==> src/rtl/mux_arbiter2_if.sv <==
// Request/grant bundle between two requesters and the shared mux arbiter.
//
// Handshake: reqX is a level request held by requester X for as long as it
// wants the mux; gntX is the registered answer (at most one grant is high).
// A requester owns the mux in every cycle its grant is high.
// y and y_valid are registered views of the granted data. y_valid=1 means y
// holds data that was both granted and requested in the sampled cycle.
interface mux_arbiter2_if #(
    parameter int WIDTH = 8
);
    logic             req0;
    logic [WIDTH-1:0] a;
    logic             req1;
    logic [WIDTH-1:0] b;
    logic             gnt0;
    logic             gnt1;
    logic             s;
    logic [WIDTH-1:0] y;
    logic             y_valid;

    // Requester side: drives requests and data, observes grants and result.
    modport master (
        output req0, a, req1, b,
        input  gnt0, gnt1, s, y, y_valid
    );

    // Arbiter side: samples requests and data, drives grants and result.
    modport slave (
        input  req0, a, req1, b,
        output gnt0, gnt1, s, y, y_valid
    );
endinterface

==> src/rtl/mux_arbiter2.sv <==
// Two-requester arbiter in front of a shared registered 2:1 mux.
// The FSM has three states: IDLE, GNT0 and GNT1. Ties from IDLE go to the
// requester that was not served last. A grant is released when its request
// drops, and it is handed straight to the other requester if that one waits.
// Optional hold limit: define MUX_ARB_HOLD_LIMIT_EN to force a handover
// after MAX_HOLD consecutive grant cycles while the other requester waits.
// state_dbg and hold_dbg expose internal state for observation.
module mux_arbiter2 #(
    parameter int WIDTH    = 8,
    parameter int MAX_HOLD = 16
) (
    input  logic                        clk,
    input  logic                        rst_n,
    mux_arbiter2_if.slave               bus,
    output logic [1:0]                  state_dbg,
    output logic [$clog2(MAX_HOLD)-1:0] hold_dbg
);

    typedef enum logic [1:0] {
        IDLE = 2'b00,
        GNT0 = 2'b01,
        GNT1 = 2'b10
    } state_e;

    state_e           state_q, state_d;
    logic             last_served_q, last_served_d;
    logic             gnt0_q, gnt0_d;
    logic             gnt1_q, gnt1_d;
    logic             s_q, s_d;
    logic [WIDTH-1:0] y_q, y_d;
    logic             y_valid_q, y_valid_d;
    logic             grant_entry;
    logic             hold_expired;

`ifdef MUX_ARB_HOLD_LIMIT_EN
    localparam int HW = $clog2(MAX_HOLD);
    localparam logic [HW-1:0] HOLD_LAST = HW'(MAX_HOLD - 1);

    logic [HW-1:0] hold_q, hold_d;

    // The current owner has used up its share once the counter sits at the top.
    assign hold_expired = (hold_q == HOLD_LAST);

    // Count cycles a grant is kept: clear on entry, saturate at the limit.
    always_comb begin
        hold_d = hold_q;
        if (grant_entry || state_d == IDLE) begin
            hold_d = '0;
        end else if (hold_q != HOLD_LAST) begin
            hold_d = hold_q + 1'b1;
        end
    end
`else
    // No hold limit: a grant lasts until its own request drops.
    assign hold_expired = 1'b0;
`endif

    // Next-state decision from the current owner and both requests.
    always_comb begin
        state_d = state_q;
        case (state_q)
            IDLE: begin
                if (bus.req0 && bus.req1) begin
                    state_d = last_served_q ? GNT0 : GNT1;
                end else if (bus.req0) begin
                    state_d = GNT0;
                end else if (bus.req1) begin
                    state_d = GNT1;
                end
            end
            GNT0: begin
                if (!bus.req0) begin
                    state_d = bus.req1 ? GNT1 : IDLE;
                end else if (hold_expired && bus.req1) begin
                    state_d = GNT1;
                end
            end
            GNT1: begin
                if (!bus.req1) begin
                    state_d = bus.req0 ? GNT0 : IDLE;
                end else if (hold_expired && bus.req0) begin
                    state_d = GNT0;
                end
            end
            default: state_d = IDLE;
        endcase
    end

    // Entry into a grant state: either from IDLE or a direct handover.
    assign grant_entry = (state_d != state_q) && (state_d != IDLE);

    // Registered outputs and fairness bookkeeping derived from the next state.
    always_comb begin
        last_served_d = last_served_q;
        if (grant_entry) begin
            last_served_d = (state_d == GNT1);
        end

        s_d = s_q;
        if (state_d == GNT0) begin
            s_d = 1'b0;
        end else if (state_d == GNT1) begin
            s_d = 1'b1;
        end

        gnt0_d    = (state_d == GNT0);
        gnt1_d    = (state_d == GNT1);
        y_d       = s_d ? bus.b : bus.a;
        y_valid_d = ((state_d == GNT0) && bus.req0) ||
                    ((state_d == GNT1) && bus.req1);
    end

    // All state in one register bank; reset forces everything idle at once.
    always_ff @(posedge clk or negedge rst_n) begin
        if (!rst_n) begin
            state_q       <= IDLE;
            last_served_q <= 1'b1;
            gnt0_q        <= 1'b0;
            gnt1_q        <= 1'b0;
            s_q           <= 1'b0;
            y_q           <= '0;
            y_valid_q     <= 1'b0;
`ifdef MUX_ARB_HOLD_LIMIT_EN
            hold_q        <= '0;
`endif
        end else begin
            state_q       <= state_d;
            last_served_q <= last_served_d;
            gnt0_q        <= gnt0_d;
            gnt1_q        <= gnt1_d;
            s_q           <= s_d;
            y_q           <= y_d;
            y_valid_q     <= y_valid_d;
`ifdef MUX_ARB_HOLD_LIMIT_EN
            hold_q        <= hold_d;
`endif
        end
    end

    assign bus.gnt0    = gnt0_q;
    assign bus.gnt1    = gnt1_q;
    assign bus.s       = s_q;
    assign bus.y       = y_q;
    assign bus.y_valid = y_valid_q;
    assign state_dbg   = state_q;

`ifdef MUX_ARB_HOLD_LIMIT_EN
    assign hold_dbg = hold_q;
`else
    assign hold_dbg = '0;
`endif

endmodule

==> src/flat_wrapper.sv <==
// flat-port wrapper written by rule: the top's interface ports become plain ports
module mux_arbiter2_flat 
#(
    parameter int WIDTH    = 8,
    parameter int MAX_HOLD = 16
)
  (clk, rst_n, state_dbg, hold_dbg, bus_req0, bus_a, bus_req1, bus_b, bus_gnt0, bus_gnt1, bus_s, bus_y, bus_y_valid);
  mux_arbiter2_if #(.WIDTH(WIDTH)) bus_i ();
  input  logic clk;
  input  logic rst_n;
  output logic [1:0] state_dbg;
  output logic [$clog2(MAX_HOLD)-1:0] hold_dbg;
  input wire logic [$bits(bus_i.req0)-1:0] bus_req0;
  input wire logic [$bits(bus_i.a)-1:0] bus_a;
  input wire logic [$bits(bus_i.req1)-1:0] bus_req1;
  input wire logic [$bits(bus_i.b)-1:0] bus_b;
  output wire logic [$bits(bus_i.gnt0)-1:0] bus_gnt0;
  output wire logic [$bits(bus_i.gnt1)-1:0] bus_gnt1;
  output wire logic [$bits(bus_i.s)-1:0] bus_s;
  output wire logic [$bits(bus_i.y)-1:0] bus_y;
  output wire logic [$bits(bus_i.y_valid)-1:0] bus_y_valid;
  assign bus_i.req0 = bus_req0;
  assign bus_i.a = bus_a;
  assign bus_i.req1 = bus_req1;
  assign bus_i.b = bus_b;
  assign bus_gnt0 = bus_i.gnt0;
  assign bus_gnt1 = bus_i.gnt1;
  assign bus_s = bus_i.s;
  assign bus_y = bus_i.y;
  assign bus_y_valid = bus_i.y_valid;
  mux_arbiter2 #(.WIDTH(WIDTH), .MAX_HOLD(MAX_HOLD)) u_core (.clk(clk), .rst_n(rst_n), .bus(bus_i), .state_dbg(state_dbg), .hold_dbg(hold_dbg));
endmodule
==> config.mk <==
export PLATFORM = sky130hd
export DESIGN_NAME = mux_arbiter2_flat
export DESIGN_NICKNAME = d
export VERILOG_FILES = /design/src/rtl/mux_arbiter2_if.sv /design/src/rtl/mux_arbiter2.sv /design/src/flat_wrapper.sv
export SDC_FILE = /design/constraint.sdc
export NUM_CORES = 1
export LEC_CHECK = 0
export ABC_AREA = 0
export ABC_CLOCK_PERIOD_IN_PS = 3900
export CAP_MARGIN = 30
export CORE_ASPECT_RATIO = 1.2
export CORE_MARGIN = 2
export CORE_UTILIZATION = 38
export CTS_CLUSTER_DIAMETER = 150
export CTS_CLUSTER_SIZE = 20
export DETAILED_ROUTE_END_ITERATION = 7
export HOLD_SLACK_MARGIN = 0.15
export PLACE_DENSITY_LB_ADDON = 0.12
export SLEW_MARGIN = 20
export SYNTH_ARGS = -nofsm -noshare
export SYNTH_HDL_FRONTEND = slang
export SYNTH_SLANG_ARGS = --single-unit
==> constraint.sdc <==
create_clock -name clk -period 3.9 [get_ports clk]
set_clock_uncertainty 0.15 [all_clocks]
set_input_delay 0.39 -clock clk [delete_from_list [all_inputs] [get_ports clk]]
set_output_delay 0.39 -clock clk [all_outputs]
set_load 0.05 [all_outputs]
==> results by group <==
Timing
  – Final period util: 0.5424
  – RSZ-0062 raised after global routing: no
  – Rel. slew slack: 0.5712
  – Setup violators final: 0
  – Fin crit period: 2.115 ns
  – Final hold viol count: 0
  – Setup TNS Final: 0 ns
  – Slew @ Worst Pin: 0.6412 ns
  – Setup ws final: about 1.8 ns
  – Max Transition Viols Final: 0
  – F_max: approximately 0.47 GHz

Pwr
  – Sw frac: 0.4001
  – Lkg Pwr: about 0.45 nW
  – Max VDD drop: 0.0002446 V
  – Clock power frac: 0.152
  – Reg power frac: 0.367
  – Combinational Power Share: 0.481
  – Switching power: 0.0002240 W
  – Pwr dens: 563.7 nW/um2
  – Cell Int Power: about 0.00034 W

Worst setup path
  – CP Cell Sequence: clkdlybuf4s50_1 -> nor2b_1 -> a22o_1 -> or2_1 -> mux2_4
  – Slowest CP cell: clkdlybuf4s50_1
  – Worst Path Required: about 3.9 ns
  – Crit-path max FO: 9
  – Setup crit start kind: input pin
  – Worst path max stage delay: 0.54 ns
  – Worst Path Class, Setup: in2reg
  – Worst Path Arrival: between 2 and 2.5 ns
  – Crit. End Element: flop

Synthesis
  – Share of the synthesized area in the top cell type: 0.5447
  – Register area share after synthesis: 0.5856
  – Yosys reg bits: 15
  – Area leader, netlist: dfrtp_1
  – Yosys warnings: 0
  – Post-synthesis cell type count: 18
  – Syn Area/Cell: 13.98 um2
  – Mapped Cells: 46
  – Largest cells by area after synthesis: dfrtp_1, mux2_4, buf_4
  – Area of the mapped netlist: 643.1 um2

Clocking
  – Worst-case clock buffer depth: 2
  – Clock H-tree levels: 1
  – TritonCTS buffer count: 3
  – Clock Pin Slew Worst Setup and Hold Paths: 0.09 ns
  – Hold buffers post-CTS: 0
  – Total setup buffers inserted after CTS: 0
  – Post-cts resize count: 0
  – Clock insertion delay at the later pin of the skew report: 0.27 ns
  – CTS tree: done
  – Clk root buf: clkbuf_4
  – CTS Sinks: 15

Cells and area
  – Post-route core utilization: 0.6203
  – Fin nets: approximately 100
  – Layout area overhead: 54.47%
  – Final Instance Area: 993.5 um2
  – # diodes: 0
  – Cell Count, Final, Fillers Out: 99
  – Layout cells sized above 1: 0.1605

Route
  – Drc violations: 0
  – Post-route ant nets: 0
  – Detailed Route WL: 1.153 mm
  – Detailed-route via count: 450
  – Drt first pass iters: 4
  – Initial DRC count: 5
  – Drt wl/cell: about 12 um
  – Vias per cell: 4.545

Floorplanning
  – Die X: 41.56 um
  – I/O pins: 38
  – Initial core utilization: 0.4016
  – Die Y-Extent: just under 50 um
  – Total Die Area: 2039 um2
  – # rows: 16
  – Placeable Area: roughly 1600 um2

Placed design
  – Placer Congestion: 0.7085
  – Post-place setup slack: 1.486 ns
  – Port Buffers: 33
  – Placed Area: 965.9 um2
  – Placed Instances: 95

Global routing
  – Vias in the first global route: roughly 450
  – Grt ovf: 0
  – First-pass GRT wire length: 1.932 mm
  – Initial antenna violation count: 0
  – Pin count of the biggest net entering global routing: 16
  – Total GRT Usage: 0.1258

Flow run
  – Max Cap Viol: 0

Status
  – Outcome: finished clean

Worst hold path
  – Worst hold path class: in2async
[cell families after synthesis]
group	Yosys count	synth area share
compound gates	7	0.07590
buf+inv	6	0.07003
flops	15	0.5856
mux	8	0.1868
other cells	1	0.005831
simple gates	9	0.07588
[power by group through the flow]
stage          registers, W  clock network, W  logic [W]
6_report           0.000205         0.0000850   0.000270
5_1_grt            0.000210         0.0000963   0.000282
4_1_cts            0.000207         0.0000898   0.000272
3_5_place_dp       0.000210                 0   0.000272
3_3_place_gp       0.000208                 0   0.000270
2_1_floorplan      0.000312                 0  0.0000838
[cell type report]
| type | instances | area [um2] |
|---|---|---|
| Clock buffer | 3 | 22.52 |
| Clock inverter | 1 | 5.005 |
| Fill cell | 151 | 608.1 |
| Inverter | 1 | 3.754 |
| Multi-Input combinational cell | 28 | 232.7 |
| Sequential cell | 15 | 376.6 |
| Tap cell | 18 | 22.52 |
| Timing Repair Buffer | 33 | 330.3 |
[per-stage QoR]
step                hold slack (ns)  power [W]
finish                       0.3550  0.0005600
global route                 0.4218  0.0005891
CTS                          0.3843  0.0005687
detailed placement           0.4014  0.0004816
global placement             0.3849  0.0004783
floorplan                  -0.05559  0.0003959
[worst max-delay path: cells and delay by family]
kind                   cells  cell delay [ns]
buffers and inverters      1             0.54
muxes                      1             0.34
and+or+nand+nor            2             0.67
AOI/OAI and AO/OA          1             0.19
[registers in the layout, summed over array words and instances (netlist names)]
signal,count
u_core.bus.y,8
u_core.state_dbg,2
u_core.bus.gnt0,1
u_core.bus.gnt1,1
u_core.bus.s,1
u_core.bus.y_valid,1
u_core.last_served_q,1
[synth_stat cells]
library cell	n
o22ai_1	1
nor2b_1	1
a22o_1	2
dfrtp_1	14
buf_6	1
and2_1	2
conb_1	1
a22oi_1	1
a21oi_1	2
inv_1	1
buf_4	4
dfstp_2	1
mux2_4	8
a21boi_0	1
or2_1	2
nor2_1	2
nand2b_1	1
nand2_1	1
[worst paths after layout]
check                                          start                    to  slack, ns  depth (start not counted)
worst max-delay path                        bus_req1       u_core.bus.y[5]       1.78                          5
worst min-delay path                           rst_n       u_core.bus.y[7]       0.35                          1
worst max register to register  u_core.last_served_q       u_core.bus.y[5]       1.98                          4
worst min register to register  u_core.last_served_q  u_core.last_served_q       0.41                          2
max in group asynchronous                      rst_n   u_core.state_dbg[1]       2.84                          1
min in group clk                u_core.last_served_q  u_core.last_served_q       0.41                          2
[cell usage in the layout (no fill, tap or decap), drive strengths merged]
cell type	instances
a21boi	1
a21oi	2
a22o	2
a22oi	1
and2	2
clkbuf	3
clkdlybuf4s50	33
clkinv	1
conb	4
dfrtp	14
dfstp	1
inv	1
mux2	8
nand2	1
nand2b	1
nor2	2
nor2b	1
o22ai	1
or2	2
[per-layer routing]
| layer | vias up | part of all wire | track usage |
|---|---|---|---|
| met1 | 208 | 0.35 | 0.1283 |
| met3 | 2 | 0.072 | 0.02593 |
| met4 | 0 | 0.0087 | 0.06452 |
| li1 | 218 | - | - |
| met5 | - | 0 | 0 |
| met2 | 22 | 0.57 | 0.2344 |
Note: power is estimated with default switching activity, not from simulation.
